`src/rtl/id_ex_stage_reg.sv`:
```
// ID->EX pipeline register: registers decoded operands and control, inserts load-use bubbles,
// honours EX back-pressure and branch flushes, and counts inserted bubbles (saturating).
module id_ex_stage_reg #(
    parameter int unsigned XLEN  = 32,
    parameter int unsigned CNT_W = 16
) (
    input  logic             clk,
    input  logic             rst_ni,
    input  logic             id_valid_i,
    input  logic [XLEN-1:0]  id_pc_i,
    input  logic [4:0]       id_rs1_addr_i,
    input  logic [4:0]       id_rs2_addr_i,
    input  logic             id_use_rs1_i,
    input  logic             id_use_rs2_i,
    input  logic [XLEN-1:0]  id_rs1_data_i,
    input  logic [XLEN-1:0]  id_rs2_data_i,
    input  logic [XLEN-1:0]  id_imm_i,
    input  logic [4:0]       id_rd_addr_i,
    input  logic [9:0]       id_ctrl_i,
    input  logic             ex_stall_i,
    input  logic             flush_i,
    output logic             ex_valid_o,
    output logic [XLEN-1:0]  ex_pc_o,
    output logic [XLEN-1:0]  ex_rs1_data_o,
    output logic [XLEN-1:0]  ex_rs2_data_o,
    output logic [XLEN-1:0]  ex_imm_o,
    output logic [4:0]       ex_rs1_addr_o,
    output logic [4:0]       ex_rs2_addr_o,
    output logic [4:0]       ex_rd_addr_o,
    output logic [9:0]       ex_ctrl_o,
    output logic             id_stall_o,
    output logic [CNT_W-1:0] bubble_cnt_o
);

    // ctrl layout {alu_op[3:0], alu_src, reg_write, mem_read, mem_write, mem_to_reg, branch}
    localparam int unsigned CTRL_MEM_READ = 3;

    logic             ex_valid_q,    ex_valid_d;
    logic [XLEN-1:0]  ex_pc_q,       ex_pc_d;
    logic [XLEN-1:0]  ex_rs1_data_q, ex_rs1_data_d;
    logic [XLEN-1:0]  ex_rs2_data_q, ex_rs2_data_d;
    logic [XLEN-1:0]  ex_imm_q,      ex_imm_d;
    logic [4:0]       ex_rs1_addr_q, ex_rs1_addr_d;
    logic [4:0]       ex_rs2_addr_q, ex_rs2_addr_d;
    logic [4:0]       ex_rd_addr_q,  ex_rd_addr_d;
    logic [9:0]       ex_ctrl_q,     ex_ctrl_d;
    logic [CNT_W-1:0] bubble_cnt_q,  bubble_cnt_d;
    logic             lu_haz;

    always_comb begin
        lu_haz = ex_valid_q & ex_ctrl_q[CTRL_MEM_READ] & (ex_rd_addr_q != 5'd0) & id_valid_i &
                 ((id_use_rs1_i & (id_rs1_addr_i == ex_rd_addr_q)) |
                  (id_use_rs2_i & (id_rs2_addr_i == ex_rd_addr_q)));
        // Gated by reset so the stall request stays low while the core is held in reset.
        id_stall_o = rst_ni & ~flush_i & (ex_stall_i | lu_haz);
    end

    always_comb begin
        ex_valid_d    = ex_valid_q;
        ex_pc_d       = ex_pc_q;
        ex_rs1_data_d = ex_rs1_data_q;
        ex_rs2_data_d = ex_rs2_data_q;
        ex_imm_d      = ex_imm_q;
        ex_rs1_addr_d = ex_rs1_addr_q;
        ex_rs2_addr_d = ex_rs2_addr_q;
        ex_rd_addr_d  = ex_rd_addr_q;
        ex_ctrl_d     = ex_ctrl_q;
        bubble_cnt_d  = bubble_cnt_q;
        if (flush_i) begin
            ex_valid_d = 1'b0;
            ex_ctrl_d  = '0;
        end else if (ex_stall_i) begin
            // hold everything
        end else if (lu_haz) begin
            ex_valid_d = 1'b0;
            ex_ctrl_d  = '0;
            if (bubble_cnt_q != '1) begin
                bubble_cnt_d = bubble_cnt_q + CNT_W'(1);
            end
        end else begin
            ex_valid_d    = id_valid_i;
            ex_pc_d       = id_pc_i;
            ex_rs1_data_d = id_rs1_data_i;
            ex_rs2_data_d = id_rs2_data_i;
            ex_imm_d      = id_imm_i;
            ex_rs1_addr_d = id_rs1_addr_i;
            ex_rs2_addr_d = id_rs2_addr_i;
            ex_rd_addr_d  = id_rd_addr_i;
            ex_ctrl_d     = id_valid_i ? id_ctrl_i : '0;
        end
    end

    always_ff @(posedge clk or negedge rst_ni) begin
        if (!rst_ni) begin
            ex_valid_q    <= 1'b0;
            ex_pc_q       <= '0;
            ex_rs1_data_q <= '0;
            ex_rs2_data_q <= '0;
            ex_imm_q      <= '0;
            ex_rs1_addr_q <= '0;
            ex_rs2_addr_q <= '0;
            ex_rd_addr_q  <= '0;
            ex_ctrl_q     <= '0;
            bubble_cnt_q  <= '0;
        end else begin
            ex_valid_q    <= ex_valid_d;
            ex_pc_q       <= ex_pc_d;
            ex_rs1_data_q <= ex_rs1_data_d;
            ex_rs2_data_q <= ex_rs2_data_d;
            ex_imm_q      <= ex_imm_d;
            ex_rs1_addr_q <= ex_rs1_addr_d;
            ex_rs2_addr_q <= ex_rs2_addr_d;
            ex_rd_addr_q  <= ex_rd_addr_d;
            ex_ctrl_q     <= ex_ctrl_d;
            bubble_cnt_q  <= bubble_cnt_d;
        end
    end

    assign ex_valid_o    = ex_valid_q;
    assign ex_pc_o       = ex_pc_q;
    assign ex_rs1_data_o = ex_rs1_data_q;
    assign ex_rs2_data_o = ex_rs2_data_q;
    assign ex_imm_o      = ex_imm_q;
    assign ex_rs1_addr_o = ex_rs1_addr_q;
    assign ex_rs2_addr_o = ex_rs2_addr_q;
    assign ex_rd_addr_o  = ex_rd_addr_q;
    assign ex_ctrl_o     = ex_ctrl_q;
    assign bubble_cnt_o  = bubble_cnt_q;

endmodule
```
`config.mk`:
```
export PLATFORM = sky130hd
export DESIGN_NAME = id_ex_stage_reg
export DESIGN_NICKNAME = d
export VERILOG_FILES = /design/src/rtl/id_ex_stage_reg.sv
export SDC_FILE = /design/constraint.sdc
export NUM_CORES = 1
export LEC_CHECK = 0
export ABC_AREA = 0
export CAP_MARGIN = 5
export CORE_ASPECT_RATIO = 0.5
export CORE_UTILIZATION = 37
export CTS_CLUSTER_DIAMETER = 80
export DETAILED_ROUTE_END_ITERATION = 12
export PLACE_DENSITY = 0.77
export SLEW_MARGIN = 25
export SYNTH_ARGS = -nofsm -noshare
export SYNTH_HDL_FRONTEND = slang
export SYNTH_SLANG_ARGS = --single-unit
export TNS_END_PERCENT = 100
```
`constraint.sdc`:
```
create_clock -name clk -period 1.8 [get_ports clk]
set_input_delay 0.27 -clock clk [delete_from_list [all_inputs] [get_ports clk]]
set_output_delay 0.27 -clock clk [all_outputs]
set_load 0.02 [all_outputs]
```
==> results.toml, run 1 <==
[logic_synthesis]
ys_async_sr_fraction_pct = 100
ys_types = 29
synth_top_family_by_area = "multiplexers"
ys_seq_area_share_pct = 61.9
yosys_warnings = 0
synth-edff-count = 0
synthXorXnorAreaFrac_pct = 3.19
synth.area.mux_share_pct = 26.3
synthAdderAreaFrac_pct = 0.182
synth_area_per_cell_um2 = 16.0
netlist_area_mm2 = 0.00687
syn-num-nets = 590
synth_compound_area_share_pct = 2.35
ys.flop_type = "dfrtp_1"
synthSimpleGateAreaFrac_pct = 3.93
ys_seq_elements = 170
synth_cells = 429

[timing]
timing.fmax_mhz = 458
relSlewSlack_pct = 39.6
post-route-period-util_pct = 121
slew_viol_final = 0
period_minus_slack_ns = 2.19
layout_setup_ws_ns = -0.385
setup_viol = 156
tightest_slew_ns = 0.906
clock_skew_ns = 0.0117
rsz0062_at_grt = "yes"
tns_ns = -49.43
hold_viol_final = 0

[global_routing]
grt_pass1_wl_mm = 30.5
grt_max_degree = 171
antenna_found_initial = 0
grt_pass1_vias = 5437
grt.total_usage_pct = 20.9
grt-ovfl-total = 0

[cells_and_area]
drive_gt1_share_pct = 30.0
area_growth_pct = 67.9
fin_cells = 1056
utilization_pct = 64.9
final_nets = 970
antenna_cells = 0

[floorplan]
std_cell_rows = 34
die_x_um = 195
ios = 331
die_y_um = 98.4
dieArea_mm2 = 0.0192
initial_utilization_pct = 38.6
coreArea_mm2 = 0.0178

[placement]
portBuffers = 330
gp_congestion = 0.831
post-place-ws_ns = -0.784
hpwl_mm = 14.6
dp_cells = 1014

[setup_path]
ff2ff_setup_slack_ns = -0.39
r2r-start = "ex_rd_addr_o[2]"
worstSetupEndpointType = "output pin"
path_max_fanout = 4
rr_worst_depth = 9
crit_arrival_ns = 1.92
cp.required_ns = 1.53
timing_worst_setup_path_type = "flop to output pin"
worst_setup_path_start_kind = "flop"
r2r_end = "ex_rs2_data_o[16]"

[status]
violations = "setup timing"
status = "complete, but fails checks"

[pwr]
p_switching_w = 0.00314
ir_drop_mv = 0.679
power_frac_comb_pct = 27.3
leakagePower_nw = 4.95
p_int_w = 0.00796
p_per_area_mw_per_mm2 = 962
seq_power_share_pct = 41.5
clkPwrFrac_pct = 31.2
swShare_pct = 28.3

[route]
drc = 0
drt_iter0_drc = 187
antenna_left = 0
vias = 5012
wl_met3_um = 794
routed_wl_mm = 19.5
wirelength_met1_mm = 8.20
dr.pass1.iters = 6
wl_per_cell_um = 18.5
via_per_inst = 4.75
wl_met2_mm = 10.1
top_layer = "met4"

[flow_run]
drv_cap = 0

[clock_network]
clk_pin_slew_ns = 0.07
clock_sinks = 170
cts_root_buffer = "clkbuf_16"
clk_path_buf_depth = 2
h-tree-depth = 4
clock_latency_ns = 0.42
cts_tree = "yes"
cts_inserted_buffers = 17

[worst_hold_path]
hp-class = "input pin to asynchronous set/reset pin"
-- stage by stage --
stage | total power, W | hold slack, ns | cell area, um^2
after global placement | 0.00761 | 0.477 | 10800
after floorplan | 0.00598 | -0.0256 | 6970
after detailed placement | 0.00767 | 0.488 | 10800
final | 0.0111 | 0.0226 | 11500
after CTS | 0.0112 | 0.110 | 11500
after global routing | 0.0116 | 0.144 | 11500
-- worst max-delay path by stage --
stage	startpoint	slack [ns]	end	depth (start not counted)
after CTS	ex_rd_addr_o[2]	-0.41	id_stall_o	6
after global routing	ex_rd_addr_o[2]	-0.50	id_stall_o	6
after floorplan	bubble_cnt_o[1]	-0.17	bubble_cnt_o[1]	7
after detailed placement	id_rs1_addr_i[2]	-0.78	id_stall_o	7
after global placement	id_rs1_addr_i[2]	-0.77	id_stall_o	7
final	ex_rd_addr_o[2]	-0.39	id_stall_o	6
-- what timing repair did --
action,in CTS,in global routing
buffers inserted,2,7
endpoints found under the setup margin,170,161
hold buffers,0,0
gates resized for setup,32,6
pin swaps,4,1
gates cloned,1,0
-- sequential cells by signal, summed over array words and instances, names as in the netlist --
| name | flops |
|---|---|
| ex_rd_addr_o | 5 |
| ex_imm_o | 32 |
| ex_valid_o | 1 |
| ex_rs2_addr_o | 5 |
| ex_rs1_data_o | 32 |
| ex_rs1_addr_o | 5 |
| ex_rs2_data_o | 32 |
| ex_pc_o | 32 |
| ex_ctrl_o | 10 |
| bubble_cnt_o | 16 |
-- critical path, cell delays in order, from the launching register on --
cell,delay (ns)
dfrtp_2,0.46
xnor2_2,0.18
nand4_1,0.17
o22ai_4,0.20
a21oi_1,0.11
nor3b_2,0.21
buf_4,0.17
-- cells by family (layout without fill, tap and decap cells) --
family | after synthesis | count (layout)
AOI/OAI and AO/OA | 17 | 17
xor gates and xnor gates | 25 | 25
adders and majority gates | 1 | 1
buffers and inverters | 22 | 415
DFF | 170 | 170
muxes | 144 | 144
and+or+nand+nor | 50 | 50
-- per-layer routing --
layer / up-vias / GRT usage, %
met1: 2543 / 25.5
met4: 0 / 7.75
met3: 30 / 4.42
met2: 136 / 36.5
met5: - / 0
li1: 2303 / -
-- power by group through the flow --
stage,logic (W),clock network (W),registers [W]
after floorplan,0.000733,0,0.00524
after global placement,0.00297,0,0.00464
after detailed placement,0.00301,0,0.00467
after CTS,0.00304,0.00358,0.00461
after global routing,0.00317,0.00374,0.00467
final,0.00303,0.00347,0.00460
-- cell usage after synthesis (2+ instances only) --
library cell / n / share of area, %
dfrtp_1: 170 / 62
mux2_2: 95 / 16
mux2_4: 49 / 11
xnor2_1: 25 / 3.2
buf_2: 11 / 0.80
nand3_1: 11 / 0.80
nand4_1: 11 / 1.0
a32o_1: 10 / 1.5
nor2_1: 8 / 0.44
buf_6: 7 / 1.1
and3_1: 5 / 0.46
nand2_1: 5 / 0.27
clkbuf_1: 3 / 0.16
nor3_1: 3 / 0.22
a21oi_2: 2 / 0.25
-- cell type report --
class / instances / area (um^2)
Inverter: 1 / 3.75
Fill cell: 1363 / 6250
Timing Repair Buffer: 382 / 3880
Multi-Input combinational cell: 237 / 2550
Sequential cell: 170 / 4260
Clock buffer: 19 / 433
Clock inverter: 13 / 119
Tap cell: 234 / 293
-- cells in the final DEF (no fill, tap or decap), drive strengths merged, types with 5 or more instances in the layout --
master | synthesis | routed
dlygate4sd2 | 0 | 14
clkdlybuf4s50 | 0 | 310
xnor2 | 25 | 25
nand2 | 5 | 5
clkbuf | 3 | 19
and3 | 5 | 5
nand4 | 11 | 11
a32o | 10 | 10
mux2 | 144 | 144
buf | 18 | 54
nor2 | 8 | 8
clkinv | 0 | 5
dfrtp | 170 | 170
nand3 | 11 | 11
Power figures use the tool's default switching activity.
==> inputs of run 2 (changes only) <==
- HOLD_SLACK_MARGIN: default -> 0.05
==> results of run 2 <==
No change in the layout: final DEF, timing and power equal those of run 1.
==> inputs of run 3 (changes only) <==
- CORE_UTILIZATION: 37 -> 42
- DONT_BUFFER_PORTS: default -> 1
- PLACE_DENSITY: 0.77 -> default
==> run 3 against run 2 <==
The flow now stops in 4_1_cts. Area after synthesis unchanged. Synthesized cell count unchanged.
==> results.toml, run 3 <==
[clock_network]
cts-resized-gates = 45
post_cts_buffers = 15
clock_sinks = 170
cts_inserted_buffers = 17
clk_path_buf_depth = 2
cts_root_buffer = "clkbuf_16"
h-tree-depth = 4
holdBufCountCts = 148

[status]
status = "aborted with a tool error"
error = "[ERROR RSZ-0060] Max buffer count reached."
stop_stage = "4_1_cts"

[floorplan]
initial_utilization_pct = 43.8
std_cell_rows = 32
die_y_um = 92.4
die_x_um = 183
ios = 331

[logic_synthesis]
yosys_warnings = 0
synth_largest_area_cell = "dfrtp_1"
ys.flop_type = "dfrtp_1"
synth_cells = 429
synth.area.top_cells = "dfrtp_1 62%, mux2_2 16%, mux2_4 11%"
ys_async_sr_fraction_pct = 100
synth_area_per_cell_um2 = 16.0
synth-edff-count = 0
ys_types = 29
syn-num-nets = 590
netlist.area_leader.share_pct = 61.9
ys_seq_elements = 170
ys_seq_area_share_pct = 61.9
synthTopCellsByCount = "170 x dfrtp_1, 95 x mux2_2, 49 x mux2_4"
synth.most_common_cell = "dfrtp_1"
netlist_area_mm2 = 0.00687

[placement]
hpwl_mm = 11.0
portBuffers = 0
gp_congestion = 0.793
==> run 3: cell counts after synthesis <==
No cell type changed its count.
==> run 3: stage by stage <==
step	TNS (ns)	cell area, um^2	util, %	setup WS [ns]	cells
detailed placement	-8.73	7530	48.0	-0.102	680
global placement	-5.61	7530	48.0	-0.0951	680
floorplan	-12.16	6970	-	-0.171	429
==> run 3: logic make-up after synthesis <==
kind of cell    count (synthesis)  synth area share (%)
compound gates                 17                  2.35
xor+xnor                       25                  3.19
fa+ha+maj                       1                 0.182
buf+inv                        22                  2.17
flops                         170                  61.9
mux                           144                  26.3
simple gates                   50                  3.93
==> inputs of run 4 (changes only) <==
- CORE_ASPECT_RATIO: 0.5 -> default
- CORE_UTILIZATION: 42 -> 27
- CTS_CLUSTER_DIAMETER: 80 -> default
- HOLD_SLACK_MARGIN: 0.05 -> default
- PLACE_DENSITY_LB_ADDON: default -> 0.15
- clock period: 1.8 -> 2.35 ns (I/O delays scaled with it)
==> run 4 against run 3 <==
The flow now finishes, with violations (hold timing).
==> results.toml, run 4 (synthesis gave the netlist of run 1 again) <==
[timing]
timing.fmax_mhz = 444
setup_viol = 0
clock_skew_ns = 0.0111
hold_viol_final = 170
hold_ws_ns = -0.380
rsz0062_at_grt = "yes"
period_minus_slack_ns = 2.25
tightest_slew_ns = 0.953
relSlewSlack_pct = 36.3
layout_setup_ws_ns = 0.0985
post-route-period-util_pct = 95.8
slew_viol_final = 0

[flow_run]
drv_cap = 0

[setup_path]
worst_setup_path_start_kind = "flop"
ff2ff_setup_slack_ns = 0.1
path_max_fanout = 31
worstSetupEndpointType = "flop"
crit_arrival_ns = 2.55
timing_worst_setup_path_type = "flop to flop"
cp.required_ns = 2.64

[cells_and_area]
utilization_pct = 32.2
final_nets = 620
fillCellCount = 2450
area_growth_pct = 17.2
seq_area_mm2 = 0.00426
mostFrequentLayoutCells = "167 x dfrtp_1, 95 x mux2_2, 49 x mux2_4"
postLayoutCellArea_mm2 = 0.00806
multi_input_area_mm2 = 0.00251
drive_gt1_share_pct = 46.0
mostFrequentLayoutCell = "dfrtp_1"

[pwr]
p_int_w = 0.00525
seq_power_share_pct = 54.4
clkPwrFrac_pct = 36.6
p_per_area_mw_per_mm2 = 925
p_switching_w = 0.00221
power_frac_comb_pct = 9.0
ir_drop_mv = 0.448
leakagePower_nw = 3.41
swShare_pct = 29.6

[global_routing]
grt-ovfl-total = 0
antenna_found_initial = 2
met1_usage_pct = 13.2
met2_usage_pct = 21.7
grt_pass1_wl_mm = 24.4
grt.total_usage_pct = 12.4
grt_max_degree = 172
grt_pass1_vias = 4166
grtUsageMet3_pct = 5.93
grt-busiest-layer = "met2"

[route]
wl_per_cell_um = 20.3
drt_iter0_drc = 327
dr.pass1.iters = 4
antenna_left = 0
via_per_inst = 4.56
routed_wl_mm = 16.2
drc = 0
vias = 3656

[floorplan]
die_x_um = 162
coreArea_mm2 = 0.0250
dieArea_mm2 = 0.0261
initial_utilization_pct = 27.4
die_y_um = 162
ios = 331
std_cell_rows = 58

[clock_network]
h-tree-depth = 4
clk_path_buf_depth = 2
clock_latency_ns = 0.41
cts_inserted_buffers = 17
cts_root_buffer = "clkbuf_16"
clock_sinks = 170
clk_pin_slew_ns = 0.07
cts_tree = "yes"

[placement]
post-place-ws_ns = 0.207
gp_congestion = 0.744
portBuffers = 0
dpl_cell_area_mm2 = 0.00742
hpwl_mm = 11.7

[status]
violations = "hold timing"
status = "complete, but fails checks"

[worst_hold_path]
hp-class = "input pin to asynchronous set/reset pin"
## run 4: critical path, cell delays in order (launching register included)
cell,delay [ns]
dfrtp_1,0.43
nor3_1,0.42
a21oi_4,0.18
a21oi_4,0.25
buf_12,0.20
buf_12,0.24
mux2_2,0.37
## run 4: per-layer routing
metal,share of wire (%),up-vias
li1,-,1591
met1,37,1845
met2,51,209
met3,11,9
met4,0.94,2
met5,0.12,-
## run 4: what timing repair did
action / in CTS / in global routing
setup endpoints to repair: 1 / 1
pin swaps: 1 / 3
resized for setup: 2 / 6
hold endpoints to repair: 170 / 170
setup buffers: 2 / 2
## run 4: final timing paths
kind	start	endpoint	cells past startpoint
worst max-delay path	ex_rd_addr_o[0]	ex_rs1_data_o[30]	6
worst min-delay path	rst_ni	ex_ctrl_o[0]	0
worst max register to register	ex_rd_addr_o[0]	ex_rs1_data_o[30]	6
worst min register to register	ex_rd_addr_o[4]	ex_rd_addr_o[4]	1
max in group asynchronous	rst_ni	ex_imm_o[12]	0
min in group clk	id_rs1_data_i[6]	ex_rs1_data_o[6]	1
## run 4: metrics by stage
step | total power, W | TNS [ns] | std cells
after floorplan | 0.00456 | 0 | 429
after global placement | 0.00476 | 0 | 766
after detailed placement | 0.00477 | 0 | 766
after CTS | 0.00756 | 0 | 798
after global routing | 0.00780 | -0.0582 | 800
final | 0.00745 | 0 | 801
## run 4: power groups by stage
| stage | clock, W | sequential [W] | combinational, W |
|---|---|---|---|
| after global placement | 0 | 0.00412 | 0.000641 |
| after floorplan | 0 | 0.00401 | 0.000546 |
| after global routing | 0.00298 | 0.00410 | 0.000725 |
| final | 0.00273 | 0.00405 | 0.000672 |
| after detailed placement | 0 | 0.00410 | 0.000667 |
| after CTS | 0.00284 | 0.00406 | 0.000671 |
## run 4: area by class of cell
type | instances | area share [%]
multi-input combinational | 237 | 31.1
clock inverter | 12 | 1.68
sequential | 170 | 52.9
timing repair buffer | 32 | 3.81
tap | 330 | 5.13
antenna | 1 | 0.0311
clock buffer | 18 | 5.33
inverter | 1 | 0.0466
